## config.mk

```make
export PLATFORM = sky130hd
export DESIGN_NAME = normalizador_pf
export DESIGN_NICKNAME = d
export VERILOG_FILES = /design/src/rtl/normalizador_pf.sv
export SDC_FILE = /design/constraint.sdc
export NUM_CORES = 1
export LEC_CHECK = 0
export CAP_MARGIN = 10
export CORE_MARGIN = 2
export CORE_UTILIZATION = 55
export DETAILED_ROUTE_END_ITERATION = 10
export HOLD_SLACK_MARGIN = 0.05
export PLACE_DENSITY = 0.84
export SLEW_MARGIN = 25
export SYNTH_ARGS = -nofsm -noshare
export SYNTH_HDL_FRONTEND = slang
export SYNTH_SLANG_ARGS = --single-unit
```

## constraint.sdc

```tcl
create_clock -name clk -period 4.75 [get_ports clk]
set_input_delay 0.95 -clock clk [delete_from_list [all_inputs] [get_ports clk]]
set_output_delay 0.95 -clock clk [all_outputs]
set_load 0.005 [all_outputs]
```

## src/rtl/normalizador_pf.sv

```systemverilog
// Normalize-and-round stage after the FP adder. One operand is in flight at a time,
// with one left shift per cycle, round-to-nearest-even, and an IEEE-754 single-precision pack.
module normalizador_pf (
  input  logic        clk,
  input  logic        rst,
  input  logic        in_valid,
  output logic        in_ready,
  input  logic        in_sign,
  input  logic [7:0]  in_exp,
  input  logic [26:0] in_mant,
  output logic        out_valid,
  input  logic        out_ready,
  output logic [31:0] result,
  output logic        overflow,
  output logic        underflow
);

  typedef enum logic [1:0] {IDLE, SHIFT, ROUND, DONE} state_t;

  state_t      state;
  logic        sgnWork;
  logic [8:0]  expWork;
  logic [26:0] mantWork;

  logic [24:0] m24;
  logic [8:0]  expRnd;
  logic [22:0] fracRnd;

  // Round-to-nearest-even on {hidden,fraction} with guard/sticky below.
  // Bit 24 of the returned sum is the mantissa carry-out.
  function automatic logic [24:0] roundNearestEven(input logic [26:0] m);
    logic roundUp;
    roundUp = m[1] & (m[0] | m[2]);
    return {1'b0, m[25:2]} + {24'd0, roundUp};
  endfunction

  always_comb begin
    m24     = roundNearestEven(mantWork);
    expRnd  = expWork;
    fracRnd = m24[22:0];
    if (m24[24]) begin
      expRnd  = expWork + 9'd1;
      fracRnd = m24[23:1];
    end
  end

  // Working operand registers: data only, no reset.
  always_ff @(posedge clk) begin
    case (state)
      IDLE: if (in_valid) begin
        sgnWork  <= in_sign;
        expWork  <= {1'b0, in_exp};
        mantWork <= in_mant;
      end
      SHIFT: if (expWork != 9'h0FF && mantWork != 27'd0) begin
        if (mantWork[26]) begin
          mantWork <= {1'b0, mantWork[26:2], mantWork[1] | mantWork[0]};
          expWork  <= expWork + 9'd1;
        end else if (!mantWork[25] && expWork > 9'd1) begin
          mantWork <= {mantWork[25:0], 1'b0};
          expWork  <= expWork - 9'd1;
        end
      end
      default: ;
    endcase
  end

  // Control FSM and registered outputs.
  always_ff @(posedge clk or posedge rst) begin
    if (rst) begin
      state     <= IDLE;
      in_ready  <= 1'b1;
      out_valid <= 1'b0;
      result    <= 32'h0;
      overflow  <= 1'b0;
      underflow <= 1'b0;
    end else begin
      case (state)
        IDLE: if (in_valid) begin
          state     <= SHIFT;
          in_ready  <= 1'b0;
          overflow  <= 1'b0;
          underflow <= 1'b0;
        end
        SHIFT: begin
          if (expWork == 9'h0FF) begin
            result    <= {sgnWork, 8'hFF, mantWork[24:2]};
            out_valid <= 1'b1;
            state     <= DONE;
          end else if (mantWork == 27'd0) begin
            result    <= {sgnWork, 31'd0};
            out_valid <= 1'b1;
            state     <= DONE;
          end else if (mantWork[26]) begin
            state <= ROUND;
          end else if (!mantWork[25] && expWork > 9'd1) begin
            state <= SHIFT;
          end else if (!mantWork[25]) begin
            // Exponent exhausted before the hidden bit surfaced.
            result    <= {sgnWork, 31'd0};
            underflow <= 1'b1;
            out_valid <= 1'b1;
            state     <= DONE;
          end else begin
            state <= ROUND;
          end
        end
        ROUND: begin
          if (expRnd >= 9'h0FF) begin
            result   <= {sgnWork, 8'hFF, 23'd0};
            overflow <= 1'b1;
          end else begin
            result <= {sgnWork, expRnd[7:0], fracRnd};
          end
          out_valid <= 1'b1;
          state     <= DONE;
        end
        DONE: if (out_ready) begin
          out_valid <= 1'b0;
          in_ready  <= 1'b1;
          state     <= IDLE;
        end
        default: state <= IDLE;
      endcase
    end
  end

endmodule

```

==> results.txt <==
----------------------------------------------------
[CTS]
  Number of cells upsized or downsized after cts ... 0
  Buffers inserted during post-CTS setup optimization ... 0
  Clock slew seen by the registers of the worst setup and hold paths ... about 80 ps
  Clock root buffer ... sky130_fd_sc_hd__clkbuf_8
  CTS H-tree depth ... 3
  CTS tree ... built
  Clock buffers created by TritonCTS ... 9
  Maximum clock insertion buffer count ... 2
  Clock Sinks ... 75
  Clock latency of the later-clocked register in the worst-skew pair ... 360 ps
  Hold bufs inserted after CTS ... 0

[Cells and area]
  Synth-to-layout area growth ... 17.9%
  Final Net Count ... between 600 and 700
  Fraction of final layout cells sized beyond drive strength 1 ... 0.0652
  Count of fill cells added during filler insertion ... 749
  Post-route design area ... a little under 6000 sq um
  Finished Layout Cells ... 752
  Number of diodes added for antenna fixing ... 0

[Yosys]
  Top post-synthesis cells by area ... sky130_fd_sc_hd__edfxtp_1 22%, sky130_fd_sc_hd__dfrtp_1 18%, sky130_fd_sc_hd__a21oi_1 8.1%
  Average cell area after synthesis ... between 8 and 9 sq um
  Mapped Area ... 5020 sq um
  Share of Yosys cell area claimed by the top area cell type ... 0.221
  Gate count of the mapped netlist ... 600
  Largest area contributor in the netlist ... sky130_fd_sc_hd__edfxtp_1
  Synth Warn # ... 0
  Synthesis-stage register bit count ... 75
  Post-Syn Nets ... 649
  Post-synthesis cell type count ... 66
  Post-synthesis sequential area ratio ... 0.411
  EDFF count, synth ... 37
  Most frequently used flop master after synthesis ... sky130_fd_sc_hd__edfxtp_1
  Ys async rst share ... 0.507

[Critical path]
  Critical Path Fanout Max ... 23
  Required time of the worst setup path ... 5000 ps
  Crit path kind ... reg2reg
  Kind of capture point of the worst setup path ... flip-flop
  Startpoint types ... flip-flop
  Launch instance of the worst register-to-register path ... expWork[0]
  Reg2Reg Capture Point ... result[5]
  Crit path DAT ... 3670 ps
  Reg-to-reg setup timing slack ... 1330 ps
  Depth of the worst register-to-register path ... 11

[Global routing]
  Via count of the first global-routing pass ... 4,155
  Congestion Overflow GR ... 0
  Initial antenna violation count ... 0
  Wire length of the first global-routing pass ... just over 20,000 um
  GRT Util Overall ... 0.259
  Maximum number of pins on one net before global-route repair ... 64

[Pwr]
  Max rail drop VDD ... 0.307 mV
  Pwr dens ... slightly above 700 nW/um^2
  PnR Total Power ... 4.20 mW
  Leakage ... 2.26 nW

[Timing]
  Final period demand of the worst path ... 3420 ps
  Worst Skew ... approximately 10 ps
  Highest Clock Rate ... between 200 and 300 MHz
  Actual transition at the worst max-transition pin ... 879 ps
  Final setup violating endpoints ... 0
  Unrepaired setup endpoints after global routing ... no
  Final Hold Viols ... 0
  Final number of max-transition violations ... 0
  Rel. slew slack ... 0.410
  Period utilization ... 0.720
  Total Negative Setup Slacks ... 0 ps

[Detailed routing]
  DRC violations left ... 0
  DRC marker count from the first detailed-route iteration ... 422
  Total iterations of the first detailed-routing run ... 5
  Detail-routed via count per cell ... about 6.1
  Via count ... 4,565
  WL/cell ... 16.9 um
  Post-DRT Antenna Nets ... 0
  Drt total wl ... 12,700 um

[Placement]
  Count of input and output buffers ... 75
  Instance area at placement ... 5730 sq um
  Routability Congestion ... 0.904
  Placed Instances ... 736
  Post-DP HPWL ... 9060 um

[Floorplan]
  Core Region ... 8810 sq um
  Count of boundary I/O pins ... 76
  Starting density of the core ... 0.570
  Row cnt ... 34
  Total Die Area ... between 9000 and 10,000 sq um
  Horizontal die dimension ... 99.5 um
  Height of the die ... 99.5 um

[Min path]
  Hold endpoint ... result[31]
  Startpoint of the most critical hold path ... sgnWork
  Number of stages on the worst hold path ... 2
  Tightest Hold Check Type ... reg2reg

[Outcome]
  Run status ... finished, final reports clean

[Job]
  Number of max-cap violations ... 0

----------------------------------------------------
==> routing by layer <==
metal	share of wire	global-route usage
met5	0	0
met3	0.081	0.0422
met1	0.46	0.379
met4	0.011	0.0822
met2	0.45	0.396
==> power by group <==
group          switching [mW]  internal [mW]
Combinational            1.20          0.903
Sequential              0.487           1.13
Clock                   0.242          0.239
Total                    1.93           2.27
==> cell usage in the layout, fill, tap and decap left out, types with 3 or more instances in the layout <==
master	instances
sky130_fd_sc_hd__a21o_1	3
sky130_fd_sc_hd__a21oi_1	81
sky130_fd_sc_hd__a221oi_1	4
sky130_fd_sc_hd__a22oi_1	8
sky130_fd_sc_hd__a31oi_1	3
sky130_fd_sc_hd__and2_1	7
sky130_fd_sc_hd__and3_1	15
sky130_fd_sc_hd__buf_4	7
sky130_fd_sc_hd__clkbuf_8	9
sky130_fd_sc_hd__clkdlybuf4s50_1	75
sky130_fd_sc_hd__clkinv_2	3
sky130_fd_sc_hd__dfrtp_1	37
sky130_fd_sc_hd__edfxtp_1	37
sky130_fd_sc_hd__ha_1	8
sky130_fd_sc_hd__inv_1	12
sky130_fd_sc_hd__mux2_2	9
sky130_fd_sc_hd__nand2_1	52
sky130_fd_sc_hd__nand3_1	15
sky130_fd_sc_hd__nand4_1	11
sky130_fd_sc_hd__nor2_1	94
sky130_fd_sc_hd__nor2b_1	6
sky130_fd_sc_hd__nor3_1	11
sky130_fd_sc_hd__nor4_1	12
sky130_fd_sc_hd__o21ai_0	30
sky130_fd_sc_hd__o21ai_1	5
sky130_fd_sc_hd__o22a_1	4
sky130_fd_sc_hd__o22ai_1	3
sky130_fd_sc_hd__o31ai_1	5
sky130_fd_sc_hd__or3_1	4
sky130_fd_sc_hd__xnor2_1	18
sky130_fd_sc_hd__xor2_1	8
==> metrics by stage <==
stage,utilization,setup WS [ps],hold WS (ps)
6_report,0.672,1330,478
3_3_place_gp,0.651,1550,440
3_5_place_dp,0.651,1420,460
2_1_floorplan,-,1430,415
5_1_grt,0.672,1110,505
4_1_cts,0.672,1370,487
==> cell families after synthesis <==
| kind of cell | count (synthesis) | share of synthesized area |
|---|---|---|
| and+or+nand+nor | 246 | 0.241 |
| AOI/OAI and AO/OA | 166 | 0.197 |
| adders and majority gates | 9 | 0.0224 |
| muxes | 11 | 0.0242 |
| DFF | 75 | 0.411 |
| xor gates and xnor gates | 26 | 0.0454 |
| buffers and inverters | 67 | 0.0588 |
==> worst max-delay path by stage <==
stage                    start         end  slack, ps  cells past startpoint
finish              expWork[0]   result[5]       1330                     11
global route        expWork[0]   result[5]       1110                     11
CTS                 expWork[0]   result[2]       1370                     10
detailed placement  expWork[0]   result[2]       1420                     10
global placement    expWork[0]   result[5]       1550                     11
floorplan           expWork[0]  expWork[0]       1430                     12
==> cell usage after synthesis, drive strengths merged, types with 2 or more instances <==
cell / n
inv: 12
o31ai: 5
edfxtp: 37
o22ai: 3
nor2b: 7
and2: 9
clkbuf: 30
a22oi: 8
or3: 4
a21o: 3
mux2i: 2
nand2b: 2
o22a: 4
a221oi: 4
nor4: 13
o21ai: 36
dfrtp: 37
ha: 9
nor4b: 2
nand4: 13
and3: 15
o221ai: 2
nand3b: 2
nand2: 52
nor3: 12
or4: 2
buf: 24
nor2: 94
nand3: 16
xor2: 8
xnor2: 18
a21oi: 81
o2bb2ai: 2
mux2: 9
o211ai: 2
a31oi: 3
==> registers in the layout, indices dropped and copies added, names as in the netlist, named ones only <==
register,cells
result,32
state,1
out_valid,1
expWork,9
sgnWork,1
overflow,1
mantWork,27
in_ready,1
underflow,1
==> critical path, stage by stage, from the launching register on <==
cell and delay (ps):
sky130_fd_sc_hd__edfxtp_1 530, sky130_fd_sc_hd__ha_1 370, sky130_fd_sc_hd__and3_1 280, sky130_fd_sc_hd__nand3_1 120, sky130_fd_sc_hd__nor2_1 50, sky130_fd_sc_hd__ha_1 290, sky130_fd_sc_hd__nand2b_1 250, sky130_fd_sc_hd__o311ai_4 760
sky130_fd_sc_hd__buf_4 380, sky130_fd_sc_hd__and2_1 160, sky130_fd_sc_hd__a31oi_1 50, sky130_fd_sc_hd__o41ai_2 70
==> final cells by class <==
| class | instances | area, sq um | share of cell area |
|---|---|---|---|
| inverters | 13 | 48.8 | 0.00825 |
| clock buffers | 10 | 128 | 0.0216 |
| clock inverters | 6 | 55.1 | 0.00930 |
| multi-input cells | 458 | 2680 | 0.454 |
| well taps | 108 | 135 | 0.0228 |
| flip-flops and latches | 75 | 2060 | 0.349 |
| repair buffers | 82 | 803 | 0.136 |
Power figures use the tool's default switching activity.
==> patch (same flow settings) <==
Put one more register stage on the output `overflow`, with the module's reset. The value now appears one clock later. The other outputs are not delayed to match.
--- a/src/rtl/normalizador_pf.sv
+++ b/src/rtl/normalizador_pf.sv
@@ -17,4 +17,6 @@
 
   typedef enum logic [1:0] {IDLE, SHIFT, ROUND, DONE} state_t;
+
+  logic overflow_s0;
 
   state_t      state;
@@ -73,5 +75,5 @@
       out_valid <= 1'b0;
       result    <= 32'h0;
-      overflow  <= 1'b0;
+      overflow_s0 <= 1'b0;
       underflow <= 1'b0;
     end else begin
@@ -80,5 +82,5 @@
           state     <= SHIFT;
           in_ready  <= 1'b0;
-          overflow  <= 1'b0;
+          overflow_s0 <= 1'b0;
           underflow <= 1'b0;
         end
@@ -109,5 +111,5 @@
           if (expRnd >= 9'h0FF) begin
             result   <= {sgnWork, 8'hFF, 23'd0};
-            overflow <= 1'b1;
+            overflow_s0 <= 1'b1;
           end else begin
             result <= {sgnWork, expRnd[7:0], fracRnd};
@@ -126,4 +128,12 @@
   end
 
+  always_ff @(posedge clk or posedge rst) begin
+    if (rst) begin
+      overflow <= '0;
+    end else begin
+      overflow <= overflow_s0;
+    end
+  end
+
 endmodule
 
Formal check against the unedited RTL: not equivalent (a bounded check fails within 4 cycles, from zero or initial values and one cycle with rst high).
==> patch against the original RTL <==
  * Total power increased by 3.1%
  * Cell area increased by 0.59%
  * Area after synthesis decreased by 0.25%
  * Sequential share of layout area increased by 0.22 points
  * Worst setup slack got worse by 7.4 ps
  * Sequential cell count increased by 1
  * Wire length increased by 9.5%
  * First-iteration DRC count decreased by 0.71%
  * Critical path type unchanged
  * Highest routed layer unchanged
==> patch: results (changes against the original RTL) <==
status -> finished, final reports clean
slowest stage delay, CP -> 610 ps (-150 ps)
placer congestion estimate -> 0.998 (+10%)
share of layout cells above drive strength 1 -> 8.00% (+1.5 points)
Sink Count -> 76 (+1.3%)
Multi-input gate area -> 2660 µm² (-0.98%)
Int Pwr -> 2.37 mW (+4.3%)
placed inst area -> 5740 µm² (+0.11%)
clock buffers -> 11 (+1)
Post-synth EDFFs -> 37 (unchanged)
ys flop type -> dfrtp_1
DIE AREA -> 9880 µm² (-0.24%)
worst slew pin tran -> 976 ps (+97.1 ps)
post-DP HPWL -> 10,100 µm (+12%)
largest net degree at the start of global routing -> 67 (+4.7%)
multi-input combinational area share -> 44.6% (-0.71 points)
Post-Layout Cell Count -> 733 (-2.5%)
power after layout -> 4.33 mW (+3.1%)
First DRT Iteration DRCs -> 419 (-0.71%)
Post CTS Setup Buffer Count -> 0 (unchanged)
met3 WL -> 1240 µm (+20%)
sequential fraction of total cell area -> 35.1% (+0.22 points)
# resized after CTS -> 0 (unchanged)
dpl cells -> 717 (-2.6%)
clock tree cell share of total cell area -> 3.55% (+0.47 points)
multi-input gates -> 436 (-4.8%)
total track usage -> 28.7% (+2.8 points)
Slowest-stage cell, CP -> o21a_1
total combinational power -> 2.15 mW (+2%)
Post-Synthesis Cells -> 578 (-3.7%)
pre-CTS setup slack -> 1380 ps (-46.9 ps)
met2 wire length -> 6250 µm (+8.9%)
top post-synthesis cells by area -> edfxtp_1 (22%), dfrtp_1 (19%), nor2_1 (5.4%)
skew final -> 15.8 ps (+5.47 ps)
non-clock inverter count -> 15 (+2)
syn_nets -> 627 (-3.4%)
routing usage on met1 -> 43.1% (+5.2 points)
met3 usage in global routing -> 4.36% (+0.14 points)
LEAKAGE -> 2.23 nW (-1.4%)
final net count -> 669 (-2.8%)
CP top delay family -> compound AO/OA/AOI/OAI gates
GR Layer Usage met2 -> 42.8% (+3.2 points)
# fillers -> 715 (-4.5%)
Crit Path Max Fanout -> 17 (-26%)
Layout non-clock buf frac -> 13.5% (-0.080 points)
register area share after synthesis -> 41.7% (+0.60 points)
1st-pass router iterations -> 5 (unchanged)
WP data arrival -> 3700 ps (+30 ps)
vias -> 4,668 (+2.3%)
Commonest cells post-synth -> nor2_1 (72), nand2_1 (62), clkbuf_1 (40)
fraction of registers with async set/reset -> 51.3% (+0.65 points)
number of global-route vias before repair -> 4,448 (+7.1%)
Worst Hold Class -> reg2reg
M1 WL -> 6090 µm (+5.3%)
wire length per cell -> 19.0 µm (+12%)
peak supply drop -> 0.000586 V (+91%)
first-pass GRT wire length -> 22,700 µm (+9.6%)
clock-net power -> 527 µW (+9.6%)
-- patch: cells by family after synthesis --
| group | share of synthesized area, % |
|---|---|
| muxes | 3.02 |
| xor gates and xnor gates | 4.02 |
| AOI/OAI and AO/OA | 17.5 |
| buffers and inverters | 5.40 |
| and+or+nand+nor | 26.1 |
| adders and majority gates | 2.25 |
| DFF | 41.7 |
-- patch: path summary, 6_finish.rpt --
check / startpoint / to / slack, ps / cells after the start
worst min-delay path: overflow_s0$_DFFE_PP0P_ / overflow$_DFF_PP0_ / 390 / 0
min in group asynchronous: rst / result[27]$_DFFE_PP0P_ / 870 / 2
worst max-delay path: expWork[1]$_DFFE_PP_ / result[2]$_DFFE_PP0P_ / 1320 / 10
max in group asynchronous: rst / result[13]$_DFFE_PP0P_ / 3160 / 3
worst max register to register: expWork[1]$_DFFE_PP_ / result[2]$_DFFE_PP0P_ / 1320 / 10
worst min register to register: overflow_s0$_DFFE_PP0P_ / overflow$_DFF_PP0_ / 390 / 0
